$ cat src/rtl/booth_mul_seq_if.sv
// Handshake bundle for booth_mul_seq.
//   master : operand source / result consumer (drives A, B, alu_signed,
//            in_valid, out_ready)
//   slave  : the multiplier (drives in_ready, out_valid, PROD_RESULT,
//            neg_flag, zero_flag, busy)
interface booth_mul_seq_if #(
  parameter int WIDTH = 16
);
  logic                 in_valid;
  logic                 in_ready;
  logic [WIDTH-1:0]     A;
  logic [WIDTH-1:0]     B;
  logic                 alu_signed;
  logic                 out_valid;
  logic                 out_ready;
  logic [2*WIDTH-1:0]   PROD_RESULT;
  logic                 neg_flag;
  logic                 zero_flag;
  logic                 busy;

  modport master (
    output in_valid, A, B, alu_signed, out_ready,
    input  in_ready, out_valid, PROD_RESULT, neg_flag, zero_flag, busy
  );

  modport slave (
    input  in_valid, A, B, alu_signed, out_ready,
    output in_ready, out_valid, PROD_RESULT, neg_flag, zero_flag, busy
  );
endinterface

$ cat src/rtl/booth_mul_seq.sv
// Iterative radix-4 Booth multiplier, one Booth digit retired per clock.
//   clk, rst : rising-edge clock, asynchronous active-high reset
//   bus      : booth_mul_seq_if.slave
//              in  : in_valid, A, B, alu_signed, out_ready
//              out : in_ready, out_valid, PROD_RESULT, neg_flag,
//                    zero_flag, busy
// WIDTH must be even and >= 4. Result is valid WIDTH/2+1 edges after the
// accepting edge and is held until out_ready.
module booth_mul_seq #(
  parameter int WIDTH = 16
) (
  input  logic            clk,
  input  logic            rst,
  booth_mul_seq_if.slave  bus
);
  localparam int N     = WIDTH/2 + 1;     // Booth digits
  localparam int AW    = WIDTH + 2;       // extended operand width
  localparam int ACC_W = 2*WIDTH + 4;
  localparam int CW    = $clog2(N);

  typedef enum logic [1:0] {IDLE, CALC, DONE} state_t;

  state_t               state;
  logic [CW-1:0]        step;
  logic [ACC_W-1:0]     acc;
  logic [ACC_W-1:0]     mcand;   // A_ext * 4^step, sign-extended to ACC_W
  logic [AW:0]          mplr;    // B_ext with the recoding 0 appended, shifted right 2/step
  logic                 sgn;
  logic                 in_ready_q, out_valid_q, busy_q, neg_q, zero_q;
  logic [2*WIDTH-1:0]   prod_q;

  logic [AW-1:0]        a_ext, b_ext;
  logic [ACC_W-1:0]     pp, acc_nxt;

  // Extension by 2 bits keeps the top Booth digit non-negative for
  // unsigned operands and representable for signed min*min.
  assign a_ext = {{2{bus.alu_signed & bus.A[WIDTH-1]}}, bus.A};
  assign b_ext = {{2{bus.alu_signed & bus.B[WIDTH-1]}}, bus.B};

  // Booth recode of the low 3 multiplier bits; the accumulator wraps mod
  // 2^ACC_W so negative partial products are plain two's complement.
  always_comb begin
    pp = '0;
    case (mplr[2:0])
      3'b001, 3'b010: pp = mcand;
      3'b011:         pp = mcand << 1;
      3'b100:         pp = -(mcand << 1);
      3'b101, 3'b110: pp = -mcand;
      default:        pp = '0;
    endcase
    acc_nxt = acc + pp;
  end

  always_ff @(posedge clk or posedge rst) begin
    if (rst) begin
      state       <= IDLE;
      step        <= '0;
      acc         <= '0;
      mcand       <= '0;
      mplr        <= '0;
      sgn         <= 1'b0;
      in_ready_q  <= 1'b1;
      out_valid_q <= 1'b0;
      busy_q      <= 1'b0;
      prod_q      <= '0;
      neg_q       <= 1'b0;
      zero_q      <= 1'b0;
    end else begin
      case (state)
        IDLE: if (bus.in_valid) begin
          mcand      <= {{(ACC_W-AW){a_ext[AW-1]}}, a_ext};
          mplr       <= {b_ext, 1'b0};
          sgn        <= bus.alu_signed;
          acc        <= '0;
          step       <= '0;
          state      <= CALC;
          in_ready_q <= 1'b0;
          busy_q     <= 1'b1;
        end
        CALC: begin
          acc   <= acc_nxt;
          mcand <= mcand << 2;
          mplr  <= {{2{mplr[AW]}}, mplr[AW:2]};
          step  <= step + CW'(1);
          if (step == CW'(N-1)) begin
            state       <= DONE;
            out_valid_q <= 1'b1;
            prod_q      <= acc_nxt[2*WIDTH-1:0];
            neg_q       <= sgn & acc_nxt[2*WIDTH-1];
            zero_q      <= (acc_nxt[2*WIDTH-1:0] == '0);
          end
        end
        DONE: if (bus.out_ready) begin
          // in_ready only rises on the following cycle: no accept on drain.
          state       <= IDLE;
          out_valid_q <= 1'b0;
          busy_q      <= 1'b0;
          in_ready_q  <= 1'b1;
        end
        default: state <= IDLE;
      endcase
    end
  end

  assign bus.in_ready    = in_ready_q;
  assign bus.out_valid   = out_valid_q;
  assign bus.busy        = busy_q;
  assign bus.PROD_RESULT = prod_q;
  assign bus.neg_flag    = neg_q;
  assign bus.zero_flag   = zero_q;
endmodule

$ cat src/flat_wrapper.sv
// flat-port wrapper written by rule: the top's interface ports become plain ports
module booth_mul_seq_flat 
#(
  parameter int WIDTH = 16
)
  (clk, rst, bus_in_valid, bus_A, bus_B, bus_alu_signed, bus_out_ready, bus_in_ready, bus_out_valid, bus_PROD_RESULT, bus_neg_flag, bus_zero_flag, bus_busy);
  booth_mul_seq_if #(.WIDTH(WIDTH)) bus_i ();
  input  logic clk;
  input  logic rst;
  input wire logic [$bits(bus_i.in_valid)-1:0] bus_in_valid;
  input wire logic [$bits(bus_i.A)-1:0] bus_A;
  input wire logic [$bits(bus_i.B)-1:0] bus_B;
  input wire logic [$bits(bus_i.alu_signed)-1:0] bus_alu_signed;
  input wire logic [$bits(bus_i.out_ready)-1:0] bus_out_ready;
  output wire logic [$bits(bus_i.in_ready)-1:0] bus_in_ready;
  output wire logic [$bits(bus_i.out_valid)-1:0] bus_out_valid;
  output wire logic [$bits(bus_i.PROD_RESULT)-1:0] bus_PROD_RESULT;
  output wire logic [$bits(bus_i.neg_flag)-1:0] bus_neg_flag;
  output wire logic [$bits(bus_i.zero_flag)-1:0] bus_zero_flag;
  output wire logic [$bits(bus_i.busy)-1:0] bus_busy;
  assign bus_i.in_valid = bus_in_valid;
  assign bus_i.A = bus_A;
  assign bus_i.B = bus_B;
  assign bus_i.alu_signed = bus_alu_signed;
  assign bus_i.out_ready = bus_out_ready;
  assign bus_in_ready = bus_i.in_ready;
  assign bus_out_valid = bus_i.out_valid;
  assign bus_PROD_RESULT = bus_i.PROD_RESULT;
  assign bus_neg_flag = bus_i.neg_flag;
  assign bus_zero_flag = bus_i.zero_flag;
  assign bus_busy = bus_i.busy;
  booth_mul_seq #(.WIDTH(WIDTH)) u_core (.clk(clk), .rst(rst), .bus(bus_i));
endmodule
$ cat config.mk
export PLATFORM = sky130hd
export DESIGN_NAME = booth_mul_seq_flat
export DESIGN_NICKNAME = d
export VERILOG_FILES = /design/src/rtl/booth_mul_seq_if.sv /design/src/rtl/booth_mul_seq.sv /design/src/flat_wrapper.sv
export SDC_FILE = /design/constraint.sdc
export NUM_CORES = 1
export LEC_CHECK = 0
export ABC_CLOCK_PERIOD_IN_PS = 8370
export CORE_UTILIZATION = 30
export CTS_CLUSTER_DIAMETER = 30
export CTS_CLUSTER_SIZE = 40
export DETAILED_ROUTE_END_ITERATION = 12
export MAX_ROUTING_LAYER = met4
export SLEW_MARGIN = 20
export SYNTH_ARGS = -nofsm -noshare
export SYNTH_HDL_FRONTEND = slang
export SYNTH_SLANG_ARGS = --single-unit
$ cat constraint.sdc
create_clock -name clk -period 8.37 [get_ports clk]
set_input_delay 1.2555 -clock clk [delete_from_list [all_inputs] [get_ports clk]]
set_output_delay 1.2555 -clock clk [all_outputs]
set_load 0.005 [all_outputs]
## Yosys cells after proc, flatten, opt, wreduce, memory -nomap -nowiden

Cells that the tools add are included.

- Register bits: 135
- Latch bits: 0
- RAM bits: 0
- ROM bits: 0
- Memories: 0

- Add/subtract/negate cells: 4
- Multiply operators: 0
- Div/mod/pow operators: 0
- $lt $le $gt $ge: 0
- Equality and inequality tests: 12
- Shifts and indexed selects: 0
- Multiplexer cells: 21
- Bitwise logic cells: 4
- Reductions and logical operators: 14

Operator list:

| operator | count |
|---|---|
| 36-bit one-hot mux with 2 select lines | 2 |
| 36-bit one-hot mux with 4 select lines | 1 |
| 36-bit 2-to-1 mux | 2 |
| 36-bit negation | 2 |
| 19-bit one-hot mux with 2 select lines | 1 |
| 36-bit adder | 1 |
| 32-bit logical NOT | 1 |
| 19-bit 2-to-1 mux | 1 |
| 3-bit AND reduction | 4 |
| 3-bit equality test (second input constant) | 3 |
| 4-bit one-hot mux with 2 select lines | 1 |
| 3-bit by 2-bit equality test with 1-bit output (second input constant) | 2 |
| 2-bit 2-to-1 mux | 3 |
| 1-bit one-hot mux with 2 select lines | 3 |
| 2-bit one-hot mux with 3 select lines | 1 |
| 2-bit AND reduction | 3 |
| 2-bit nonzero test | 3 |
| 1-bit 2-to-1 mux | 5 |
| 4-bit by 1-bit adder with 4-bit output (second input constant) | 1 |
| 4-bit equality test (second input constant) | 1 |
| 4-bit 2-to-1 mux | 1 |
| 2-bit != test (second input constant) | 2 |
| 2-bit OR reduction | 2 |
| 1-bit bitwise AND | 3 |
| 6 further kinds | 6 |

## Longest topological paths before layout

Gate-level depths: netlist of the first run.

- Depth in word-level cells: 5
- Depth in mapped cells: 22
- Gate-level depth less buffers: 21

## Least setup slack after synthesis of the first run

OpenSTA, ideal clock, no wires.

- Kind: reg2reg
- Start point: register u_core.mcand[8]
- End point: register u_core.zero_q (netlist: u_core.bus.zero_flag)
- Library setup time: 103 ps
- Arrival time: 5,198 ps
- Data required time: 8,267 ps
- Path slack: 3,069 ps
- Stages on the path, launching flop included: 21
- Path buffers: 3
- Clock period less this slack: 5,301 ps
- Cell sequence: dfrtp_1 buf_6 or4_4 or2_2 clkbuf_1 or3_1 or3_1 xor2_1 a221oi_1 a31oi_1 ha_1 clkbuf_1 and3_1 nand2_1 o31ai_1 a31oi_1 xnor2_1 nor4b_1 nand4_1 or4_1 o41ai_2

- Word-level cells in the longest chain between the ends: 4

Ends and longest elaborated chain:

| element | line | source |
|---|---|---|
| start: declaration | booth_mul_seq.sv:26 | `logic [ACC_W-1:0] mcand;` |
| start signal: assignment | booth_mul_seq.sv:71 | `mcand <= {{(ACC_W-AW){a_ext[AW-1]}}, a_ext};` |
| start signal: assignment | booth_mul_seq.sv:82 | `mcand <= mcand << 2;` |
| 36-bit negation (on tied branches) | booth_mul_seq.sv:48, booth_mul_seq.sv:47 |  |
| 36-bit one-hot mux with 4 select lines (*) | booth_mul_seq.sv:44 | `case (mplr[2:0])` |
| 36-bit adder (*) | booth_mul_seq.sv:51 | `acc_nxt = acc + pp;` |
| 32-bit logical NOT (*) | booth_mul_seq.sv:90 | `zero_q <= (acc_nxt[2*WIDTH-1:0] == '0);` |
| end signal: assignment | booth_mul_seq.sv:90 |  |
| end: declaration | booth_mul_seq.sv:29 | `logic in_ready_q, out_valid_q, busy_q, neg_q, zero_q;` |

Every way passes the cells marked *; elsewhere a longest branch is shown, timed or not.
A chain may end at the register's enable or synchronous reset.

## Worst setup path after layout of the first run

- Start point: register u_core.mplr[1]
- End point: register u_core.zero_q (netlist: u_core.bus.zero_flag)

- Word-level cells in the longest chain between the ends: 5

Ends and longest elaborated chain:

| element | line | source |
|---|---|---|
| start: declaration | booth_mul_seq.sv:27 | `logic [AW:0] mplr;` |
| start signal: assignment | booth_mul_seq.sv:72 | `mplr <= {b_ext, 1'b0};` |
| start signal: assignment | booth_mul_seq.sv:83 | `mplr <= {{2{mplr[AW]}}, mplr[AW:2]};` |
| 3-bit equality test, or another cell as far along | booth_mul_seq.sv:44 |  |
| 2-bit OR reduction | booth_mul_seq.sv:44 |  |
| 36-bit one-hot mux with 4 select lines (*) | booth_mul_seq.sv:44 |  |
| 36-bit adder (*) | booth_mul_seq.sv:51 |  |
| 32-bit logical NOT (*) | booth_mul_seq.sv:90 |  |

Marks and branches as above.

==> qor.yml, run 1 <==
synth.top_cell.area_share: 0.362
post_cts_buffers: 0
fmax_mhz: 160
criticalPathCategory: "reg -> reg"
post_cts_resized: 0
layout.cells.non_filler: 1475
dr_wl_met3_um: 1070
yosys.area.top_type: "dfrtp_1"
synth_edf_count: 0
yosys-top-cells-count: "nand2_1 (199), dfrtp_1 (126), o21ai_0 (108)"
die_width_um: 172
slew_headroom: 0.278
core.rowCount: 61
hold_path.class: "reg -> reg"
area_growth_pct: 18.4
status: "finished, final reports clean"
dr.max_layer_used: "met4"
finalSetupTns_ps: 0
layout_min_cycle_time_ps: 6250
routedWlPerCell_um: 17.6
insertion_delay_ps: 430
numClockSinks: 127
clockBufferDepth: 2
drt-vias-per-instance: 5.42
cts_root_buf: "clkbuf_16"
synth_fp_nets: 1138
drt_iter0_drc: 715
yosysMostFrequentCell: "nand2_1"
ios: 74
start_kind: "register"
gp_congestion: 0.941
final_area_mm2: 0.0103
core_area_mm2: 0.0282
nets: 1156
grt_pass1_wl_um: 42000
path_common_cell: "nand2_1"
netlist-cell-type-count: 67
cp_slowest_cell: "nor2_1"
cap_violations: 0
fillerInstances: 2897
grt_max_degree: 69
syn_area_per_cell_um2: 8.17
wirelength_um: 26000
path_cells: "buf_4, clkinv_1, nor2_1, nand2_1, nand2_1, a22oi_1, inv_1, ha_1, a21oi_1, o21ai_0, o21ai_1, o31ai_1, a31oi_1, xnor2_1, nor4b_1, nand4_1, or4_1, o41ai_2"
path_buf_inv: 3
hpwlAfterDp_um: 18100
cp_top_family: "simple AND/OR/NAND/NOR gates"
dr.pass1.iters: 6
worstPathArrival_ps: 6580
route.met2.wl_um: 12700
dpl_cell_area_mm2: 0.00969
antenna_found_initial: 0
num_vias: 8001
max_stage_delay_ps: 960
io_buffer_count: 73
post-route-period-util: 0.747
final_antenna_net_count: 0
netlist_instances: 1066
postCtsHoldBufs: 0
cts_buffers: 17
crit_path_end_kind: "register"
clk_pin_slew_ps: 70
dp_cells: 1443
tritoncts: "done"
wl_met1_um: 11700
ys_seq_area_frac: 0.365
htree_levels: 4
grt_pass1_vias: 7659
rsz0062_at_grt: "false"
worst-endpoint-required_ps: 8700
ys.flop_type: "dfrtp_1"
hold_viol_final: 0
antenna_cells: 0
setup-violations-final: 0
dieArea_mm2: 0.0297
yosys-top-cells-area: "dfrtp_1 (36%), nand2_1 (8.6%), o21ai_0 (6.2%), ha_1 (4.9%), xnor2_1 (4.8%)"
drc_errors: 0
tightest_slew_ps: 1080
grt-ovfl-total: 0
synth_warnings: 0
async_reset_ff_frac: 1.00
synth_area_mm2: 0.00870
drive_above_1_share: 0.0629
ff2ff_setup_slack_ps: 2120
die_y_um: 172
grt_usage: 0.186
slew_violations: 0
ys_seq_elements: 127
crit_path_max_fanout: 37
skew_ps: 12.4
start_util: 0.309
[routing by layer]
metal | vias up | global-route usage
met1 | 3948 | 0.238
li1 | 3839 | -
met2 | 186 | 0.306
met4 | 0 | 0.0469
met5 | - | -
met3 | 28 | 0.0311
[state kept, by name, summed over array words and instances (netlist names), 2 cells and up]
signal and cells:
u_core.acc 32, u_core.bus.PROD_RESULT 32, u_core.mcand 32, u_core.mplr 19, u_core.step 4, u_core.state 2
[per-stage QoR]
stage          setup slack (ps)  hold slack [ps]   util
2_1_floorplan              3070              442      -
3_3_place_gp               2240              453  0.344
3_5_place_dp               2250              462  0.344
4_1_cts                    2210              477  0.366
5_1_grt                    1590              489  0.366
6_report                   2120              472  0.366
[cell usage in the layout (no fill, tap or decap), types with 3 or more instances in the layout]
| cell | count |
|---|---|
| nand2_1 | 199 |
| dfrtp_1 | 126 |
| o21ai_0 | 108 |
| clkdlybuf4s50_1 | 73 |
| nor2_1 | 58 |
| a21oi_1 | 55 |
| xnor2_1 | 48 |
| a22oi_1 | 37 |
| ha_1 | 34 |
| a31oi_1 | 31 |
| xor2_1 | 28 |
| nor2b_1 | 22 |
| and2_1 | 19 |
| a22o_1 | 19 |
| inv_1 | 17 |
| a221o_1 | 17 |
| clkbuf_16 | 17 |
| nand3_1 | 16 |
| a221oi_1 | 13 |
| buf_4 | 13 |
| a21o_1 | 11 |
| or3_1 | 10 |
| nand4_1 | 9 |
| nor3_1 | 8 |
| o211ai_1 | 8 |
| and3_1 | 6 |
| nor4_1 | 6 |
| o21a_1 | 6 |
| a211oi_1 | 6 |
| nand2b_1 | 6 |
| or2_2 | 6 |
| inv_6 | 6 |
| o21ai_1 | 3 |
| nand3b_1 | 3 |
| or4_1 | 3 |
| mux2_2 | 3 |
| bufinv_16 | 3 |
[cell families (layout without fill, tap and decap cells)]
logic type / count (synthesis) / count (layout) / share of synthesized area
AOI/OAI and AO/OA: 336 / 336 / 0.252
DFF: 127 / 127 / 0.365
and+or+nand+nor: 382 / 382 / 0.203
muxes: 4 / 4 / 0.00503
adders and majority gates: 35 / 35 / 0.0512
xor gates and xnor gates: 76 / 76 / 0.0765
buffers and inverters: 106 / 137 / 0.0473
[worst min-delay path, delay by kind of cell (launching register included)]
kind / cells / cell delay [ps]
AOI/OAI and AO/OA: 1 / 60
DFF: 1 / 340
and+or+nand+nor: 1 / 40
[worst paths after layout]
kind,start,end,cells past startpoint
setup / recovery,u_core.mplr[1],u_core.bus.zero_flag,18
hold / removal,u_core.mplr[7],u_core.mplr[7],2
setup reg to reg,u_core.mplr[1],u_core.bus.zero_flag,18
hold reg to reg,u_core.mplr[7],u_core.mplr[7],2
max in group asynchronous,rst,u_core.mcand[24],3
min in group asynchronous,rst,u_core.bus.PROD_RESULT[0],2
[cell type report]
| type | count | area [um^2] | share of cell area |
|---|---|---|---|
| clock buffer | 19 | 443 | 0.0430 |
| clock inverter | 13 | 175 | 0.0170 |
| inverter | 19 | 73.8 | 0.00716 |
| multi-input combinational | 833 | 5130 | 0.498 |
| sequential | 127 | 3180 | 0.309 |
| tap | 378 | 473 | 0.0459 |
| timing repair buffer | 86 | 828 | 0.0804 |
Power of run 1 is left out: the tool's default activity adds up to more than one toggle a clock period on the data nets, which glitch-free logic cannot reach.
==> run 2, diff against run 1 <==
--- a/config.mk
+++ b/config.mk
@@ -5,7 +5,7 @@
 export SDC_FILE = /design/constraint.sdc
 export NUM_CORES = 1
 export LEC_CHECK = 0
-export ABC_CLOCK_PERIOD_IN_PS = 8370
+export ABC_CLOCK_PERIOD_IN_PS = 5390
 export CORE_UTILIZATION = 30
 export CTS_CLUSTER_DIAMETER = 30
 export CTS_CLUSTER_SIZE = 40
==> constraint.sdc (replaced) <==
create_clock -name clk -period 5.39 [get_ports clk]
set_input_delay 0.8085 -clock clk [delete_from_list [all_inputs] [get_ports clk]]
set_output_delay 0.8085 -clock clk [all_outputs]
set_load 0.005 [all_outputs]
==> run 2 against run 1 <==
  * Core utilization is 1.6 points higher
  * Non-clock buffer count is 45 higher
  * Final cell count is 3.1% higher
  * Sequential cell count stayed put
==> qor.yml, run 2 (synthesis results as in run 1) <==
ios: 74  # unchanged
grt_usage: 0.187  # +0.00104
cts_root_buf: "clkbuf_16"
layout_commonest_cell: "nand2_1"
dp_worst_setup_slack_ps: 63.2  # -2180 ps
antenna_cells: 0  # unchanged
fin_util: 0.382  # +0.0164
drt-vias-per-instance: 5.31  # -2.0%
fin_ws_ps: 265  # -1850 ps
clk_pin_slew_ps: 70  # about the same
clockBufferDepth: 2  # unchanged
htree_levels: 4  # unchanged
hold_path.class: "reg -> reg"
cap_violations: 0  # unchanged
cp_slowest_cell: "or4_4"
crit-reg2reg-launch: "u_core.mcand[8]"
worstPathArrival_ps: 5460  # -1120 ps
crit_path_end_kind: "register"
die_y_um: 172  # unchanged
grt-ovfl-total: 0  # unchanged
io_buffer_count: 73  # unchanged
crit_end: "u_core.bus.zero_flag"
post-route-period-util: 0.951  # +0.204
ff2ff_setup_slack_ps: 260  # -1850 ps
worst-endpoint-required_ps: 5720  # -2980 ps
setup-violations-final: 0  # unchanged
r2r-end: "u_core.bus.zero_flag"
gp_congestion: 0.890  # -5.4%
path_cells: "or4_4, or2_2, or3_1, or3_1, nand2_1, xnor2_1, a221oi_1, a31oi_1, ha_1, a21oi_2, nand2_1, o31a_1, a31oi_1, xnor2_1, nor4b_2, nand4_1, or4_1, o41ai_2"
cts_buffers: 17  # unchanged
dr.pass1.iters: 5  # -1
dieArea_mm2: 0.0297  # unchanged
hold_viol_final: 0  # unchanged
nets: 1201  # +3.9%
slew_violations: 0  # unchanged
start_kind: "register"
reg2reg_depth: 18  # unchanged
fillerInstances: 2835  # -2.1%
skew_ps: 11.4  # -1.05 ps
routedWlPerCell_um: 17.2  # -2.4%
criticalPathCategory: "reg -> reg"
drt_iter0_drc: 623  # -13%
insertion_delay_ps: 440  # about the same
slew_headroom: 0.463  # +0.185
status: "finished, final reports clean"
layout_min_cycle_time_ps: 5130  # -1130 ps
tightest_slew_ps: 806  # -275 ps
core.rowCount: 61  # unchanged
grt_pass1_vias: 7832  # +2.3%
max_stage_delay_ps: 550  # -410 ps
grt_max_degree: 58  # -16%
start_util: 0.309  # unchanged
final_antenna_net_count: 0  # unchanged
grt_pass1_wl_um: 42000  # about the same
hpwlAfterDp_um: 18700  # +3.1%
crit_path_max_fanout: 4  # -89%
die_width_um: 172  # unchanged
core_area_mm2: 0.0282  # unchanged
wirelength_um: 26100  # +0.55%
numClockSinks: 127  # unchanged
layout_common_cells: "nand2_1 (199), dfrtp_1 (125), o21ai_0 (105)"
tritoncts: "done"
antenna_found_initial: 0  # unchanged
drc_errors: 0  # unchanged
area_growth_pct: 23.7
critPathLaunch: "u_core.mcand[8]"
num_vias: 8077  # +0.95%
drive_above_1_share: 0.119  # +0.0562
fmax_mhz: 195  # +22%
[run 2: worst min path at each step]
stage,cells past startpoint,endpoint,startpoint
global route,2,u_core.mplr[7],u_core.mplr[7]
detailed placement,2,u_core.bus.PROD_RESULT[18],u_core.bus.PROD_RESULT[18]
finish,2,u_core.bus.PROD_RESULT[8],u_core.bus.PROD_RESULT[8]
global placement,2,u_core.mplr[6],u_core.mplr[6]
floorplan,2,u_core.mplr[10],u_core.mplr[10]
CTS,2,u_core.mplr[16],u_core.mplr[16]
[run 2: metal layers]
layer	up-vias	wire length (um)	share of wire	GRT usage
met3	52	949	0.036	0.0288
li1	3923	-	-	-
met4	0	737	0.028	0.0739
met1	3926	11700	0.45	0.237
met2	176	12700	0.49	0.300
met5	-	0	0	-
[run 2: stage by stage]
stage                     area [um^2]  cells  hold WS, ps  setup TNS, ps
after floorplan                  8700   1066          442              0
after global placement          10000   1486          454              0
after detailed placement        10000   1486          462              0
after CTS                       10700   1518          478              0
after global routing            10800   1520          487          -31.6
final                           10800   1520          469              0
[run 2: final cells by class]
cell class | instances | area (um^2) | area share
well taps | 378 | 473 | 0.0439
multi-input cells | 833 | 5220 | 0.485
clock buffers | 17 | 425 | 0.0395
repair buffers | 131 | 1170 | 0.108
flip-flops and latches | 127 | 3180 | 0.295
clock inverters | 15 | 225 | 0.0209
inverters | 19 | 73.8 | 0.00686
[run 2: what timing repair did]
item,CTS,global route
pin swaps,0,5
hold buffers,0,0
setup buffers,0,2
endpoints found under the setup margin,1,3
gates resized for setup,1,24
[run 2: critical path, delay by kind of cell, from the launching register on]
kind	cells	cell delay, ps
AO/OA/AOI/OAI	6	1360
XOR/XNOR	2	240
adder cells (fa/ha/maj)	1	330
flip-flops	1	380
AND/OR/NAND/NOR	9	2700
Power of run 2 is left out for the same reason.
==> run 3, diff against run 2 <==
--- a/config.mk
+++ b/config.mk
@@ -7,7 +7,7 @@
 export LEC_CHECK = 0
 export ABC_CLOCK_PERIOD_IN_PS = 5390
 export CORE_UTILIZATION = 30
-export CTS_CLUSTER_DIAMETER = 30
+export CTS_CLUSTER_DIAMETER = 60
 export CTS_CLUSTER_SIZE = 40
 export DETAILED_ROUTE_END_ITERATION = 12
 export MAX_ROUTING_LAYER = met4
==> results of run 3 <==
Final layout, timing and power as in run 2 (identical DEF).
Power of run 3 is left out for the same reason.
==> RTL change 1 (settings of run 3) <==
Reset style: synchronous (`rst`), changed in one clocked block. Comments in the files are not updated.
--- a/src/rtl/booth_mul_seq.sv
+++ b/src/rtl/booth_mul_seq.sv
@@ -51,7 +51,7 @@
     acc_nxt = acc + pp;
   end
 
-  always_ff @(posedge clk or posedge rst) begin
+  always_ff @(posedge clk) begin
     if (rst) begin
       state       <= IDLE;
       step        <= '0;
Function: differs if rst is asserted again (counterexample within 4 cycles, from zero or initial values and one cycle with rst high); with rst held inactive, the same outputs for 10 cycles.
==> RTL change 1 against run 3 <==
Final area fell by 4.8%. Non-clock buffer count shrank 10. Setup slack got worse by 0.071 ns. Wire length up 1.3%. Area after synthesis down 3.4%. Sequential cell count stayed put. Critical endpoint is now u_core.bus.zero_flag. Highest routed layer unchanged.
==> RTL change 1: results (changes against run 3) <==
status - finished, final reports clean (unchanged)
Overall Global Routing Usage - 0.189 (was 0.187)
First DRT Iteration DRCs - 676 (was 623)
Avg WL per Cell - 16.3 um (was 17.2 um)
commonest cells in the netlist - 186 x nand2_1, 164 x nor2_1, 127 x dfxtp_1, 122 x a21oi_1, 84 x clkbuf_1 (was 199 x nand2_1, 126 x dfrtp_1, 108 x o21ai_0, 81 x clkbuf_1, 59 x nor2_1)
Fillers - 2813 (was 2835)
hold crit path type - register to register (unchanged)
Hold Path Depth - 2 (unchanged)
mux contribution to synthesized area - 0.00253 (was 0.00503)
post-DR vias/cell - 5.36 (was 5.31)
CP max FO - 6 (was 4)
hold_sp - u_core.bus.PROD_RESULT[19] (was u_core.bus.PROD_RESULT[8])
syn_nets - 1268 (was 1138)
Leakage - 0.00389 uW
Netlist cell types - 68 (was 67)
reg2reg setup slack - 0.19 ns (was 0.26 ns)
layout cells sized above 1 - 0.0921 (was 0.119)
Peak VDD IR - 0.185 mV
Worst R2R Start - u_core.mcand[0] (was u_core.mcand[8])
Post-Synth Adder-Cell Area - 0.0530 (was 0.0512)
Num CTS Buffers - 17 (unchanged)
ys async rst share - 0 (was 1.00)
Setup Skew - 0.0115 ns (was 0.0114 ns)
Worst Hold Endpoint - u_core.bus.PROD_RESULT[19] (was u_core.bus.PROD_RESULT[8])
First-pass DRT Iterations - 5 (unchanged)
global-route wire length before repair - 42.2 mm (was 42.0 mm)
Arr. time, crit path - 5.57 ns (was 5.46 ns)
WHS - 0.453 ns (was 0.469 ns)
Seq/Total Area, Yosys - 0.302 (was 0.365)
dpl cells - 1590 (was 1486)
H-tree Lvls - 4 (unchanged)
Post-DP HPWL - 18.6 mm (was 18.7 mm)
largest net degree at the start of global routing - 86 (was 58)
placed cell area - 9580 sq um (was 10000 sq um)
top cells by area, synth - dfxtp_1 30%, nand2_1 8.3%, nor2_1 7.3%, a21oi_1 7.3%, ha_1 5.1% (was dfrtp_1 36%, nand2_1 8.6%, o21ai_0 6.2%, ha_1 4.9%, xnor2_1 4.8%)
Synth Area in Compound Gates - 0.243 (was 0.252)
Synth Area per Inst - 7.03 sq um (was 8.17 sq um)
final wirelength - 26.5 mm (was 26.1 mm)
R2R depth - 19 (was 18)
Placer Congestion - 0.912 (was 0.890)
max incr delay on CP - 0.55 ns (about the same)
main flop type after synthesis - dfxtp_1 (was dfrtp_1)
Synth Area in XOR/XNOR - 0.0581 (was 0.0765)
clock-pin slew on the worst setup and hold paths - 0.06 ns
vias in the first global route - 7845 (was 7832)
Worst slew margin - 0.252 (was 0.463)
Max Buffers Root-to-Sink - 2 (unchanged)
worst r2r dst - u_core.bus.zero_flag (unchanged)
## RTL change 1: worst max path at each step
stage | from | to | slack (ns) | cells past startpoint
after CTS | u_core.mcand[0] | u_core.bus.zero_flag | 0.08 | 21
after global routing | u_core.mcand[0] | u_core.bus.zero_flag | -0.06 | 21
after global placement | u_core.mcand[0] | u_core.bus.zero_flag | 0.23 | 21
after floorplan | u_core.mcand[0] | u_core.bus.zero_flag | 0.27 | 23
final | u_core.mcand[0] | u_core.bus.zero_flag | 0.19 | 19
after detailed placement | u_core.mcand[0] | u_core.acc[31] | 0.16 | 20
## RTL change 1: per-stage QoR
step / setup WS, ns / TNS, ns
2_1_floorplan: 0.274 / 0
3_3_place_gp: 0.231 / 0
3_5_place_dp: 0.162 / 0
4_1_cts: 0.0809 / 0
5_1_grt: -0.0623 / -0.104
6_report: 0.194 / 0
## RTL change 1: report_power, final
group	internal (uW)	total, uW	switching [uW]	leakage, uW
clock network	737	1200	466	0.000280
logic	316	826	511	0.00258
registers	987	1030	45.1	0.00103
## RTL change 1: cell families after synthesis
kind of cell               count (synthesis)
xor gates and xnor gates                  54
AOI/OAI and AO/OA                        331
adders and majority gates                 35
and+or+nand+nor                          529
DFF                                      127
buffers and inverters                    118
muxes                                      2
## RTL change 1: final cells by class
class / count / area [sq um] / share of cell area
tap: 372 / 465 / 0.0454
timing repair buffer: 121 / 1090 / 0.106
multi-input combinational: 951 / 5480 / 0.535
inverter: 19 / 71.3 / 0.00696
sequential: 127 / 2540 / 0.248
clock inverter: 13 / 164 / 0.0160
clock buffer: 18 / 439 / 0.0428
## RTL change 1: timing repair
action | in CTS | in global routing
gates resized for setup | 0 | 22
endpoints found under the setup margin | 0 | 14
hold buffers | 0 | 0
## RTL change 1: critical path: cells and delay by family, from the launching register on
| kind | cells | cell delay, ns |
|---|---|---|
| AOI/OAI and AO/OA | 3 | 0.84 |
| xor gates and xnor gates | 1 | 0.17 |
| adders and majority gates | 2 | 0.61 |
| DFF | 1 | 0.31 |
| buffers and inverters | 1 | 0.07 |
| and+or+nand+nor | 12 | 3.13 |
## RTL change 1: per-layer routing
| layer | global-route usage | wire [um] | vias to the layer above |
|---|---|---|---|
| li1 | - | - | 4307 |
| met1 | 0.262 | 12700 | 4049 |
| met2 | 0.283 | 11600 | 303 |
| met3 | 0.0343 | 1770 | 34 |
| met4 | 0.0478 | 386 | 0 |
| met5 | - | 0 | - |
==> RTL change 2 (config.mk and constraints of run 3) <==
Without the edit above. `WIDTH` is set to 16 in 3 places; all go to 8.
--- a/src/rtl/booth_mul_seq_if.sv
+++ b/src/rtl/booth_mul_seq_if.sv
@@ -4,7 +4,7 @@
 //   slave  : the multiplier (drives in_ready, out_valid, PROD_RESULT,
 //            neg_flag, zero_flag, busy)
 interface booth_mul_seq_if #(
-  parameter int WIDTH = 16
+  parameter int WIDTH = 8
 );
   logic                 in_valid;
   logic                 in_ready;
--- a/src/rtl/booth_mul_seq.sv
+++ b/src/rtl/booth_mul_seq.sv
@@ -7,7 +7,7 @@
 // WIDTH must be even and >= 4. Result is valid WIDTH/2+1 edges after the
 // accepting edge and is held until out_ready.
 module booth_mul_seq #(
-  parameter int WIDTH = 16
+  parameter int WIDTH = 8
 ) (
   input  logic            clk,
   input  logic            rst,
--- a/src/flat_wrapper.sv
+++ b/src/flat_wrapper.sv
@@ -1,7 +1,7 @@
 // flat-port wrapper written by rule: the top's interface ports become plain ports
 module booth_mul_seq_flat 
 #(
-  parameter int WIDTH = 16
+  parameter int WIDTH = 8
 )
   (clk, rst, bus_in_valid, bus_A, bus_B, bus_alu_signed, bus_out_ready, bus_in_ready, bus_out_valid, bus_PROD_RESULT, bus_neg_flag, bus_zero_flag, bus_busy);
   booth_mul_seq_if #(.WIDTH(WIDTH)) bus_i ();
Ports: changed (resized bus_A, bus_B and bus_PROD_RESULT); port bits go from 74 to 42. No check against the original RTL was run, so the function may have changed too.
==> RTL change 2 against run 3 <==
The flow now finishes with violations (design-rule violations). Worst hold slack better by 0.0048 ns. Sequential cell count down 57. Clock skew down 0.0067 ns. Setup slack improved by 0.27 ns. Via count fell by 51%. Wire length fell by 56%. Area after synthesis shrank 48%. Final area is 50% lower. Critical endpoint unchanged. Highest routed layer unchanged.
==> RTL change 2: results (changes against run 3) <==
Arr. time, crit path - 5.08 ns (was 5.46 ns)
global-route wire length before repair - 18.9 mm (was 42.0 mm)
Post-CTS Setup Bufs - 0 (unchanged)
syn_nets - 571 (was 1138)
commonest cells in the netlist - 102 x nand2_1, 69 x dfrtp_1, 51 x o21ai_0, 28 x clkbuf_1, 25 x a21oi_1 (was 199 x nand2_1, 126 x dfrtp_1, 108 x o21ai_0, 81 x clkbuf_1, 59 x nor2_1)
clock-pin slew on the worst setup and hold paths - 0.05 ns (was 0.07 ns)
Overall Global Routing Usage - 0.155 (was 0.187)
CP max FO - 15 (was 4)
First DRT Iteration DRCs - 343 (was 623)
vias in the first global route - 3734 (was 7832)
placed cell area - 5110 sq um (was 10000 sq um)
largest net degree at the start of global routing - 71 (was 58)
layout cells sized above 1 - 0.0681 (was 0.119)
setup slack at placement - 0.554 ns (was 0.0632 ns)
drt drc - 2 (was 0)
ys async rst share - 1.00 (unchanged)
Netlist cell types - 62 (was 67)
post-DR vias/cell - 5.30 (was 5.31)
top cells by area, synth - dfrtp_1 38%, nand2_1 8.4%, o21ai_0 5.6%, ha_1 4.9%, mux2i_1 4.2% (was dfrtp_1 36%, nand2_1 8.6%, o21ai_0 6.2%, ha_1 4.9%, xnor2_1 4.8%)
status - finished with violations (was finished, final reports clean)
nets - 593 (was 1201)
met2 wire length - 5.65 mm (was 12.7 mm)
Leakage - 0.00230 uW
Setup Skew - 0.00467 ns (was 0.0114 ns)
Placer Congestion - 0.878 (was 0.890)
DR top layer - met4 (unchanged)
IO Port Bufs - 41 (was 73)
Fillers - 1502 (was 2835)
post-cts gate resize count - 0 (was 1)
Worst slew margin - 0.376 (was 0.463)
Num CTS Buffers - 9 (was 17)
diodes inserted - 0 (unchanged)
Avg WL per Cell - 15.4 um (was 17.2 um)
H-tree Lvls - 3 (was 4)
Seq/Total Area, Yosys - 0.385 (was 0.365)
WL met3 - 338 um (was 949 um)
top cell type's share of synthesized area - 0.379 (was 0.362)
Post-DP HPWL - 8.17 mm (was 18.7 mm)
clk_lat worst skew - 0.33 ns (was 0.44 ns)
First-pass DRT Iterations - 9 (was 5)
DRT met1 WL - 5.25 mm (was 11.7 mm)
failing checks - design-rule violations
==> RTL change 2: cell types whose count changed after synthesis, moves of 17 or more <==
cell | before | now
dfrtp_1 | 126 | 69
mux2i_1 | 1 | 19
nor2_1 | 59 | 21
nand2_1 | 199 | 102
o21ai_0 | 108 | 51
o22ai_1 | 1 | 20
a22oi_1 | 37 | 11
a221o_1 | 17 | 0
a31oi_1 | 31 | 4
clkbuf_1 | 81 | 28
a22o_1 | 19 | 1
a21oi_1 | 55 | 25
xnor2_1 | 48 | 12
==> RTL change 2: logic make-up after synthesis <==
logic type,after synthesis,synth area share
buffers and inverters,51,0.0442
XOR/XNOR,26,0.0533
multiplexers,23,0.0517
AO/OA/AOI/OAI,158,0.220
flip-flops,70,0.385
adder cells (fa/ha/maj),19,0.0539
AND/OR/NAND/NOR,184,0.192
==> RTL change 2: final timing paths <==
kind                                         endpoint  slack [ns]                       start  cells past startpoint
min in group asynchronous        u_core.bus.out_valid        1.07                         rst                      3
max                              u_core.bus.zero_flag        0.53             u_core.mcand[3]                     15
max reg2reg                      u_core.bus.zero_flag        0.53             u_core.mcand[3]                     15
min reg2reg                u_core.bus.PROD_RESULT[14]        0.47  u_core.bus.PROD_RESULT[14]                      2
max in group asynchronous            u_core.mcand[14]        3.75                         rst                      3
min                        u_core.bus.PROD_RESULT[14]        0.47  u_core.bus.PROD_RESULT[14]                      2
==> RTL change 2: stage by stage <==
stage / cells / power, uW / hold slack (ns) / util
6_report: 742 / 3840 / 0.474 / 0.367
2_1_floorplan: 531 / 2670 / 0.446 / -
3_3_place_gp: 726 / 3240 / 0.462 / 0.349
3_5_place_dp: 726 / 3310 / 0.473 / 0.349
5_1_grt: 742 / 4190 / 0.507 / 0.367
4_1_cts: 742 / 3860 / 0.485 / 0.367
==> RTL change 2: layer usage <==
layer | vias to the layer above | global-route usage
met5 | - | -
met4 | 0 | 0.0567
met3 | 13 | 0.0231
met2 | 85 | 0.247
met1 | 1885 | 0.200
li1 | 1950 | -
==> RTL change 2: worst max-delay path: stages (launching register included) <==
cell	delay (ns)
dfrtp_1	0.54
or4_4	0.61
or3_1	0.50
o21ai_0	0.26
nand2_1	0.08
a2111o_1	0.39
o21ai_0	0.08
ha_1	0.30
and2_1	0.19
nor2_1	0.12
o211ai_1	0.20
or4b_2	0.64
and3_1	0.18
and4b_1	0.20
and4b_1	0.20
a32o_1	0.25
==> RTL change 2: final cells by class <==
cell class,count,area share
multi-input cells,410,0.486
flip-flops and latches,70,0.326
repair buffers,49,0.0875
clock buffers,14,0.0472
well taps,184,0.0428
inverters,13,0.00907
clock inverters,2,0.00186
